## config.mk

```make
export PLATFORM = sky130hd
export DESIGN_NAME = branch_sequencer
export DESIGN_NICKNAME = d
export VERILOG_FILES = /design/src/rtl/cpu6502_pkg.sv /design/src/rtl/branch_cond_eval.sv /design/src/rtl/branch_sequencer.sv
export SDC_FILE = /design/constraint.sdc
export NUM_CORES = 1
export LEC_CHECK = 0
export CELL_PAD_IN_SITES_DETAIL_PLACEMENT = 1
export CELL_PAD_IN_SITES_GLOBAL_PLACEMENT = 1
export CORE_MARGIN = 1.5
export CORE_UTILIZATION = 30
export DETAILED_ROUTE_END_ITERATION = 6
export PLACE_DENSITY = 0.9
export SYNTH_ARGS = -nofsm -noshare
export SYNTH_HDL_FRONTEND = slang
export SYNTH_SLANG_ARGS = --single-unit
```

## constraint.sdc

```tcl
create_clock -name clk -period 2.11 [get_ports clk]
set_clock_uncertainty 0.05 [all_clocks]
set_input_delay 0.211 -clock clk [delete_from_list [all_inputs] [get_ports clk]]
set_output_delay 0.211 -clock clk [all_outputs]
set_load 0.01 [all_outputs]
```

## src/rtl/cpu6502_pkg.sv

```systemverilog
// cpu6502_pkg: shared types and constants for the 6502 branch sequencer.
package cpu6502_pkg;
    typedef enum logic [1:0] {IDLE, FETCH_OFF, ADD_LO, FIX_HI} state_t;
    localparam logic [1:0] SEL_N = 2'd0;
    localparam logic [1:0] SEL_V = 2'd1;
    localparam logic [1:0] SEL_C = 2'd2;
    localparam logic [1:0] SEL_Z = 2'd3;
    localparam logic [7:0] BRANCH_MASK  = 8'h1F;
    localparam logic [7:0] BRANCH_MATCH = 8'h10;
    function automatic logic is_branch(input logic [7:0] op);
        return (op & BRANCH_MASK) == BRANCH_MATCH;
    endfunction
endpackage

```

## src/rtl/branch_cond_eval.sv

```systemverilog
// branch_cond_eval: selects the flag named by opcode[7:6] and compares it with opcode[5].
module branch_cond_eval
    import cpu6502_pkg::*;
(
    input  logic [7:0] opcode,
    input  logic       flag_n,
    input  logic       flag_v,
    input  logic       flag_c,
    input  logic       flag_z,
    output logic       cond
);
    logic flag;
    always_comb begin
        flag = opcode[7:6] == SEL_N ? flag_n :
               opcode[7:6] == SEL_V ? flag_v :
               opcode[7:6] == SEL_C ? flag_c : flag_z;
        cond = flag == opcode[5];
    end
endmodule

```

## src/rtl/branch_sequencer.sv

```systemverilog
// branch_sequencer: multi-cycle 6502 relative-branch controller driving PC updates
// with 2/3/4-cycle timing (not taken / taken same page / taken page cross).
module branch_sequencer
    import cpu6502_pkg::*;
(
    input  logic       clk,
    input  logic       reset,
    input  logic       start,
    input  logic [7:0] opcode,
    input  logic       flag_n,
    input  logic       flag_v,
    input  logic       flag_c,
    input  logic       flag_z,
    input  logic [7:0] data_read,
    input  logic [7:0] pcl,
    input  logic [7:0] pch,
    output logic       pc_inc,
    output logic       pcl_load,
    output logic       pch_load,
    output logic [7:0] pcl_new,
    output logic [7:0] pch_new,
    output logic       busy,
    output logic       taken,
    output logic       done
);
    state_t     state_q, state_d;
    logic [7:0] opcode_q, opcode_d;
    logic [7:0] offset_q, offset_d;
    logic       taken_q, taken_d;
    logic       cond;
    logic [8:0] sum9;

    branch_cond_eval u_cond (
        .opcode (opcode_q),
        .flag_n (flag_n),
        .flag_v (flag_v),
        .flag_c (flag_c),
        .flag_z (flag_z),
        .cond   (cond)
    );

    always_ff @(posedge clk or posedge reset) begin
        if (reset) begin
            state_q  <= IDLE;
            opcode_q <= '0;
            offset_q <= '0;
            taken_q  <= 1'b0;
        end else begin
            state_q  <= state_d;
            opcode_q <= opcode_d;
            offset_q <= offset_d;
            taken_q  <= taken_d;
        end
    end

    // A page cross happens when the unsigned carry disagrees with the offset sign;
    // offset_q[7] then also tells FIX_HI which way to move PCH.
    always_comb begin
        state_d  = state_q;
        opcode_d = opcode_q;
        offset_d = offset_q;
        taken_d  = taken_q;
        pc_inc   = 1'b0;
        pcl_load = 1'b0;
        pch_load = 1'b0;
        pcl_new  = 8'h00;
        pch_new  = 8'h00;
        done     = 1'b0;
        sum9     = {1'b0, pcl} + {1'b0, offset_q};
        case (state_q)
            IDLE: begin
                if (start && is_branch(opcode)) begin
                    state_d  = FETCH_OFF;
                    opcode_d = opcode;
                end
            end
            FETCH_OFF: begin
                pc_inc   = 1'b1;
                offset_d = data_read;
                taken_d  = cond;
                done     = !cond;
                state_d  = cond ? ADD_LO : IDLE;
            end
            ADD_LO: begin
                pcl_load = 1'b1;
                pcl_new  = sum9[7:0];
                done     = !(sum9[8] ^ offset_q[7]);
                state_d  = (sum9[8] ^ offset_q[7]) ? FIX_HI : IDLE;
            end
            FIX_HI: begin
                pch_load = 1'b1;
                pch_new  = offset_q[7] ? pch - 8'd1 : pch + 8'd1;
                done     = 1'b1;
                state_d  = IDLE;
            end
            default: state_d = IDLE;
        endcase
    end

    assign busy  = state_q != IDLE;
    assign taken = taken_q;
endmodule

```

==> impl_results.md, run 1 <==
* Die Width at 69.7 µm
* Antenna violations before repair at 0
* Final setup viols at 9
* Largest net degree at the start of global routing at 15
* GPL Wtd Cong at 0.826
* Crit path kind: reg2out
* Met1 GRT Util at 0.280
* Final worst slack at -0.302 ns
* Asr flop ratio synth at 1.00
* Vias per inst at ~5.1
* DR WL/cell at 18.8 µm
* CP top delay family: compound AO/OA/AOI/OAI gates
* Syn nets at 200
* Io pins at 61
* Area occupied by registers at around 350 µm²
* Die ar. at 4860 µm²
* Post-route ant nets at 0
* Initial DRC count at 40
* Clock transition at the registers of the reported paths at around 0.06 ns
* Avg Inst Size Synth at 9.21 µm²
* Drt pass-1 iters at 4
* Post-DP HPWL at around 3400 µm
* Hold Fails Final Rpt at 0
* Predominant post-synthesis flop cell: dfrtp_1
* RSZ-0062 raised after global routing: true
* Final Net Count at a little over 300
* Most area-hungry cell type in the Yosys netlist: dfrtp_1
* Clk sinks at 14
* Critical Path RT at 1.85 ns
* Max-slew violations at 0
* CP startpoint kind: flip-flop
* CP most frequent cell: o21a_1
* Cell variety after synth at 37
* Post-synth top area share at 0.262
* Sequential area share after synthesis at 0.262
* Worst path cell trace: ha_4 -> inv_2 -> fa_2 -> nor2b_4 -> o31a_4 -> o21a_1 -> o21a_1 -> nor3_2 -> buf_2
* Setup slack at placement at -0.775 ns
* PD cells at ~1000 nW/µm²
* GRT Overall Usage at 0.238
* CTS tree: done
* Antenna diodes at 0
* Tcrit/Tclk final at 1.14
* Via count at 1523
* Critical path capture point type: output pin
* Drt total wl at between 5000 and 6000 µm
* Critical path buffers and inverters at 2
* CTS Buf Count at 3
* Initial core utilization at 0.309
* Vias in the first global route at between 1.5k and 2k
* # Max-Cap Violations at 0
* GRT overflow at 0
* Fillers at 505
* Failing checks: negative setup slack
* Status: finished with violations
* Post-route DRC at 0
* Crit-path max FO at 3
* FF+latch count, synth at 14
* Number of core rows at 24
* Design Area, Final at 2510 µm²
* Worst-skew pair later-pin latency at 0.25 ns
* Hold_buf cts at 0
* Met3 Track Usage GR at 0.0465
* Synth Cell Area at 1340 µm²
* Final Hold Slack at 0.260 ns
* Slowest stage delay, CP at 0.41 ns
* EDFF count, synth at 0
* Synth top cells by count: 14 x dfrtp_1, 14 x ha_1, 13 x nor2_1
* Die height at about 70 µm
* Yosys Warn Count at 0
* Pleak at around 1.1 nW
* Pin slew with the least headroom to its limit at approximately 0.56 ns
* Core Region at between 4000 and 5000 µm²
* # port buffers at 60
* GRT busiest layer: met2
* Clock Path Buffers at 2
* Slowest cell on crit path: dfrtp_1
* Global-route wire length before repair at 8910 µm
* Max Fclk at 415 MHz
* Area Overhead vs Synth at 88.4%
* Share of layout cells above drive strength 1 at 0.415
* CTS H-tree lvls at 1
* M2 GR Usage at 0.425
* Placed Instance Area at roughly 2200 µm²
* Worst EP arrival at around 2.2 ns
* Cell count after synthesis at ~150
* Max VDD drop at 0.674 mV
* Multi-input logic area at ~1100 µm²
* Worst Hold Class: in2async
* Synth area leaders: dfrtp_1 26%, ha_1 13%, mux2_2 8.4%
* Min Tclk post-route at between 2 and 2.5 ns
* Max-slew headroom at 0.629
* CTS root buffer: clkbuf_8
## worst paths after layout
path                       slack (ns)                     from  depth (start not counted)                 endpoint
setup / recovery                -0.30  offset_q[0]$_DFFE_PP0P_                          9               pcl_new[6]
hold reg to reg                  0.47  opcode_q[7]$_DFFE_PP0P_                          1  opcode_q[7]$_DFFE_PP0P_
hold / removal                   0.26                    reset                          2   state_q[1]$_DFFE_PP0P_
min in group clk                 0.47  opcode_q[7]$_DFFE_PP0P_                          1  opcode_q[7]$_DFFE_PP0P_
max in group asynchronous        1.35                    reset                          2  offset_q[7]$_DFFE_PP0P_
setup reg to reg                 0.15  offset_q[0]$_DFFE_PP0P_                          9   state_q[1]$_DFFE_PP0P_
## worst register-to-register path, delay by kind of cell, from the launching register on
kind / cells / cell delay [ns]
buf+inv: 2 / 0.20
compound gates: 3 / 0.53
xor+xnor: 1 / 0.19
flops: 1 / 0.41
simple gates: 1 / 0.05
fa+ha+maj: 2 / 0.40
## registers in the layout, summed over array words and instances (netlist names)
| name | count |
|---|---|
| opcode_q | 3 |
| state_q | 2 |
| offset_q | 8 |
| taken | 1 |
## stage by stage
stage	setup TNS, ns	power (mW)	util	cells
after floorplan	0	1.15	-	145
after global placement	-6.69	1.65	0.512	284
after detailed placement	-7.43	1.70	0.512	284
after CTS	-1.78	2.24	0.558	298
after global routing	-2.53	2.65	0.582	300
final	-1.57	2.48	0.582	300
## layout by cell type (no fill, tap or decap), types with 2 or more instances in the layout
cell | synthesis | final
buf_2 | 1 | 11
dfrtp_1 | 14 | 13
nand2_2 | 0 | 2
a21oi_1 | 5 | 2
a21oi_2 | 0 | 2
nand2b_1 | 4 | 3
nor3_4 | 0 | 2
nor3_1 | 8 | 3
a211oi_2 | 0 | 2
nor2b_1 | 3 | 3
a31oi_1 | 2 | 2
nor3_2 | 0 | 3
nor2_1 | 13 | 13
o21ai_1 | 1 | 4
buf_6 | 0 | 9
ha_4 | 0 | 7
dlygate4sd2_1 | 0 | 4
clkdlybuf4s50_1 | 0 | 42
a211oi_1 | 4 | 2
fa_2 | 0 | 2
o21a_1 | 3 | 3
nand2_1 | 12 | 9
xnor2_1 | 4 | 3
o211ai_1 | 5 | 5
o21ai_0 | 9 | 6
xor2_1 | 4 | 4
clkbuf_8 | 0 | 4
inv_1 | 9 | 8
ha_1 | 14 | 6
buf_4 | 0 | 34
mux2_2 | 10 | 10
## cell type report
| type | instances | area share |
|---|---|---|
| well taps | 52 | 0.0259 |
| repair buffers | 102 | 0.351 |
| inverters | 9 | 0.0134 |
| clock buffers | 4 | 0.0219 |
| multi-input cells | 119 | 0.448 |
| flip-flops and latches | 14 | 0.140 |
## where the power goes
part / switching, mW / total, mW / internal [mW] / leakage [nW]
clock network: 0.104 / 0.269 / 0.166 / 0.0288
registers: 0.0888 / 0.444 / 0.355 / 0.177
logic: 0.799 / 1.77 / 0.972 / 0.926
## kinds of logic after synthesis
group,after synthesis,share of synthesized area
AO/OA/AOI/OAI,33,0.178
flip-flops,14,0.262
AND/OR/NAND/NOR,50,0.198
adder cells (fa/ha/maj),16,0.161
XOR/XNOR,9,0.0647
multiplexers,11,0.101
buffers and inverters,12,0.0347
## repair_timing
action	in CTS	in global routing
resized for setup	78	28
endpoints found under the setup margin	17	19
pin swaps	28	22
setup buffers	10	5
## routing by layer
metal,wire length [µm],share of wire,up-vias
li1,-,-,723
met1,2240,0.40,734
met2,2950,0.52,47
met3,249,0.044,19
met4,202,0.036,0
met5,0,0,-
Power figures use the tool's default switching activity.
==> run 2, diff against run 1 <==
CORE_ASPECT_RATIO = 0.8   (was default)
GPL_ROUTABILITY_DRIVEN = 0   (was default)
==> run 2 against run 1 <==
- wire length increased by 19%
- combinational power increased by 9.6%
- register-to-register slack gained 0.04 ns
- power increased by 7.5%
- global-route usage is 0.17 points higher
- non-clock buffer count decreased by 2
- the flow still finishes with violations (negative setup slack)
- via count rose by 4.5%
==> impl_results.md, run 2 (synthesized netlist as in run 1, its figures left out) <==
* Pleak at about 1.2 nW
* Max Fclk at around 410 MHz
* Worst-skew pair later-pin latency at 0.27 ns
* CP startpoint kind: flip-flop
* Area Overhead vs Synth at 92.6%
* CTS H-tree lvls at 1
* Max reg flops at 8
* Drt total wl at around 6700 µm
* Hold Fails Final Rpt at 0
* Vias in the first global route at approximately 1.7k
* Status: finished with violations
* Post-route DRC at 0
* GRT busiest layer: met2
* CTS Buf Count at 3
* Clock Path Buffers at 2
* Area occupied by registers at ~350 µm²
* Die height at between 60 and 70 µm
* Die Width at 77.6 µm
* CTS root buffer: clkbuf_8
* Min Tclk post-route at roughly 2.4 ns
* Max-slew violations at 0
* DR WL/cell at roughly 22 µm
* RR Startpoint: offset_q[0]$_DFFE_PP0P_
* Met1 GRT Util at 0.266
* Post-route ant nets at 0
* Final setup viols at 11
* Met3 Track Usage GR at 0.0438
* Core Region at about 4200 µm²
* Setup TNS at -2.07 ns
* Worst EP arrival at between 2 and 2.5 ns
* Failing checks: negative setup slack
* Number of core rows at 21
* Tcrit/Tclk final at 1.15
* Crit-path max FO at 5
* Post-DP HPWL at between 3000 and 4000 µm
* PD cells at 1040 nW/µm²
* # port buffers at 60
* Max-slew headroom at 0.603
* Global-route wire length before repair at ~9000 µm
* Max VDD drop at 0.529 mV
* Vias per inst at ~5.3
* Worst Hold Class: in2async
* Largest Register: offset_q
* Largest net degree at the start of global routing at 15
* Critical Path RT at 1.85 ns
* Final worst slack at -0.317 ns
* Crit path kind: reg2out
* CTS tree: done
* GRT Overall Usage at 0.240
* M2 GR Usage at 0.442
* Drt pass-1 iters at 4
* Critical path capture point type: output pin
* Fillers at ~480
* Largest regs: offset_q: 8 flops, opcode_q: 3 flops, state_q: 2 flops
* Clock transition at the registers of the reported paths at about 0.08 ns
* Critical Path Source: offset_q[7]$_DFFE_PP0P_
* Final Hold Slack at 0.250 ns
* Share of layout cells above drive strength 1 at 0.459
* Commonest non-fill, non-tap cell in the layout: clkdlybuf4s50_1
* Via count at 1591
* Pin slew with the least headroom to its limit at just under 0.6 ns
* Multi-input logic area at between 1000 and 1500 µm²
* RSZ-0062 raised after global routing: true
* Antenna violations before repair at 0
* Initial core utilization at 0.316
* # Max-Cap Violations at 0
* Antenna diodes at 0
* GRT overflow at 0
* Initial DRC count at just under 60
* Clk sinks at 14
* Io pins at slightly above 60
* Most frequent cells in the layout: 42 x clkdlybuf4s50_1, 31 x buf_4, 13 x nor2_1, 12 x buf_2, 11 x dfrtp_1
* Final Net Count at 302
* Die ar. at 4860 µm²
-- run 2: worst max-delay path, stage by stage (launching register included) --
cell and delay [ns]:
dfrtp_2 0.45, buf_6 0.15, ha_1 0.30, o21ai_0 0.32, nand2b_1 0.11, a31oi_1 0.21, xnor2_1 0.15, nor2_1 0.06
buf_2 0.14
-- run 2: area by class of cell --
cell class / instances / share of cell area
flip-flops and latches: 14 / 0.138
repair buffers: 100 / 0.341
well taps: 57 / 0.0277
inverters: 9 / 0.0131
multi-input cells: 119 / 0.459
clock buffers: 4 / 0.0214
-- run 2: routing by layer --
metal / share of wire / up-vias
met2: 0.52 / 60
met1: 0.41 / 790
li1: - / 724
met5: 0 / -
met4: 0.027 / 0
met3: 0.040 / 17
-- run 2: path summary, 6_finish.rpt --
path                       depth (start not counted)                       to  slack, ns
setup reg to reg                                   9   state_q[0]$_DFFE_PP0P_       0.19
setup / recovery                                   8               pch_new[7]      -0.32
max in group asynchronous                          2   state_q[1]$_DFFE_PP0P_       1.34
hold reg to reg                                    1  opcode_q[7]$_DFFE_PP0P_       0.47
min in group clk                                   1  opcode_q[7]$_DFFE_PP0P_       0.47
hold / removal                                     2  opcode_q[7]$_DFFE_PP0P_       0.25
-- run 2: power breakdown --
| group | switching (mW) | total [mW] | internal [mW] | leakage (nW) |
|---|---|---|---|---|
| clock network | 0.129 | 0.295 | 0.166 | 0.0288 |
| registers | 0.0824 | 0.437 | 0.355 | 0.174 |
| logic | 0.915 | 1.94 | 1.02 | 0.961 |
-- run 2: metrics by stage --
step	std cells	util	power [mW]	instance area, µm²	worst slack [ns]
after floorplan	145	-	1.15	1340	0.0971
after global placement	289	0.525	1.65	2220	-0.715
after detailed placement	289	0.525	1.75	2220	-0.768
after CTS	300	0.574	2.29	2430	-0.374
after global routing	303	0.608	2.81	2570	-0.407
final	303	0.608	2.67	2570	-0.317
-- run 2: timing repair --
action | 4_1_cts | 5_1_grt
pin swaps | 22 | 22
buffers inserted | 8 | 5
setup endpoints to repair | 18 | 16
resized for setup | 83 | 32
gates cloned | 0 | 0
hold buffers | 0 | 0
==> run 3, diff against run 2 <==
CTS_CLUSTER_SIZE = 25   (was default)
SETUP_SLACK_MARGIN = 0.4   (was default)
==> run 3 against run 2 <==
- the run still ends with negative setup slack left
- first-iteration DRC count down 17%
- via count is essentially flat
- sequential share of layout area decreased by 0.34 points
- fmax is 1.3% lower
- cell count grew 2.3%
- critical endpoint is now done
- largest cell class unchanged
==> impl_results.md, run 3 (synthesized netlist as in run 1, its figures left out) <==
* Share of layout cells above drive strength 1 at 0.506
* Flop pwr share at 0.169
* Worst R2R End: state_q[1]$_DFFE_PP0P_
* Antenna violations before repair at 0
* Most frequent cells in the layout: 36 x buf_4, 34 x clkdlybuf4s50_1, 13 x buf_6, 13 x buf_2, 12 x nor2_1
* Max Fclk at about 410 MHz
* Min Tclk post-route at between 2 and 2.5 ns
* Clock Path Buffers at 2
* Pin slew with the least headroom to its limit at just under 0.6 ns
* Comb power frac at 0.726
* Largest Register: offset_q
* Worst EP arrival at around 2.2 ns
* CTS root buffer: clkbuf_8
* DR WL/cell at between 20 and 25 µm
* Max-slew violations at 0
* Initial core utilization at 0.316
* Clk sinks at 14
* Design Area, Final at roughly 2600 µm²
* Fillers at 466
* Core Region at 4230 µm²
* Status: finished with violations
* Post-route ant nets at 0
* Drt total wl at between 6000 and 7000 µm
* Post-DP HPWL at roughly 3800 µm
* Drt pass-1 iters at 4
* Number of core rows at 21
* Vias in the first global route at approximately 1.8k
* Max reg flops at 8
* CTS H-tree lvls at 1
* Cell-internal power at 1.58 mW
* Clock share of power at 0.105
* Die height at approximately 63 µm
* Commonest non-fill, non-tap cell in the layout: buf_4
* Clock transition at the registers of the reported paths at 0.07 ns
* Die Width at just under 80 µm
* Max-slew headroom at 0.612
* GRT overflow at 0
* # port buffers at 60
* Utilization after layout at 0.623
* PD cells at slightly above 1000 nW/µm²
* Crit-path max FO at 3
* GRT Overall Usage at 0.282
* Worst reg2reg setup slack at -0.01 ns
* CTS Buf Count at 3
* CP startpoint kind: flip-flop
* Vias per inst at between 5 and 6
* Via count at roughly 1.6k
* Hold Fails Final Rpt at 0
* Failing checks: negative setup slack
* Final Net Count at between 300 and 400
* Worst-skew pair later-pin latency at roughly 0.26 ns
* Pleak at between 1 and 1.5 nW
* Io pins at 61
* Global-route wire length before repair at 10300 µm
* Critical Path RT at 1.85 ns
* Switching fraction of total power at 0.414
* Critical path capture point type: output pin
* Largest net degree at the start of global routing at 15
* Worst Hold Class: in2async
* Die ar. at a little under 5000 µm²
* Placed Instance Area at ~2200 µm²
* Antenna diodes at 0
* Final Hold Slack at between 0.2 and 0.3 ns
* RR Startpoint: offset_q[0]$_DFFE_PP0P_
* P_sw at ~1.1 mW
* Final setup viols at 11
* Initial DRC count at 49
* Crit path kind: reg2out
* CTS tree: done
* RSZ-0062 raised after global routing: true
* Post-route DRC at 0
* Area Overhead vs Synth at 97.5%
* Max VDD drop at 0.871 mV
* Tcrit/Tclk final at 1.16
* Largest regs: offset_q: 8 flops, opcode_q: 3 flops, state_q: 2 flops
* Setup slack at placement at -0.726 ns
* # Max-Cap Violations at 0
* Final worst slack at -0.348 ns
* FF-to-FF path depth at 10
==> run 3: power by group through the flow <==
stage | logic, mW | registers (mW) | clock network [mW]
after floorplan | 0.752 | 0.420 | 0
after global placement | 1.23 | 0.425 | 0
after detailed placement | 1.31 | 0.436 | 0
after CTS | 1.68 | 0.433 | 0.268
after global routing | 2.09 | 0.458 | 0.299
final | 1.95 | 0.454 | 0.281
==> run 3: repair_timing <==
item | CTS | global route
setup endpoints to repair | 23 | 22
pin swaps | 32 | 25
hold buffers | 0 | 0
setup buffers | 11 | 8
gates resized for setup | 116 | 22
==> run 3: critical path: stages, from the launching register on <==
cell and delay [ns]:
dfrtp_1 0.41, ha_4 0.18, inv_2 0.06, fa_2 0.23, nor2b_4 0.06, o31a_4 0.30
o221ai_4 0.18, xor2_2 0.22, o22a_1 0.19, buf_6 0.11
==> run 3: worst max-delay path by stage <==
stage / from / endpoint / depth (start not counted) / slack, ns
finish: offset_q[0]$_DFFE_PP0P_ / done / 9 / -0.35
global route: offset_q[7]$_DFFE_PP0P_ / done / 8 / -0.40
CTS: offset_q[0]$_DFFE_PP0P_ / done / 9 / -0.42
detailed placement: pcl[0] / done / 10 / -0.73
global placement: pcl[0] / done / 10 / -0.66
floorplan: offset_q[0]$_DFFE_PP0P_ / done / 8 / 0.19
==> run 3: stage by stage <==
step,instances,power (mW),setup TNS (ns)
detailed placement,287,1.74,-6.73
global placement,287,1.66,-5.73
finish,310,2.69,-1.77
global route,310,2.84,-2.62
floorplan,145,1.17,0
CTS,302,2.38,-1.37
==> run 3: area by class of cell <==
class	count	area, µm²	area share
inverters	9	33.8	0.0128
clock buffers	4	55.1	0.0209
well taps	57	71.3	0.0271
flip-flops and latches	14	354	0.134
repair buffers	107	918	0.348
multi-input cells	119	1200	0.457
==> run 3: layer usage <==
layer | wire (µm) | vias up | share of wire | global-route usage
met4 | 152 | 0 | 0.023 | 0.0977
met3 | 281 | 13 | 0.042 | 0.0467
met5 | 0 | - | 0 | 0
met2 | 3580 | 57 | 0.53 | 0.518
li1 | - | 731 | - | -
met1 | 2680 | 789 | 0.40 | 0.326
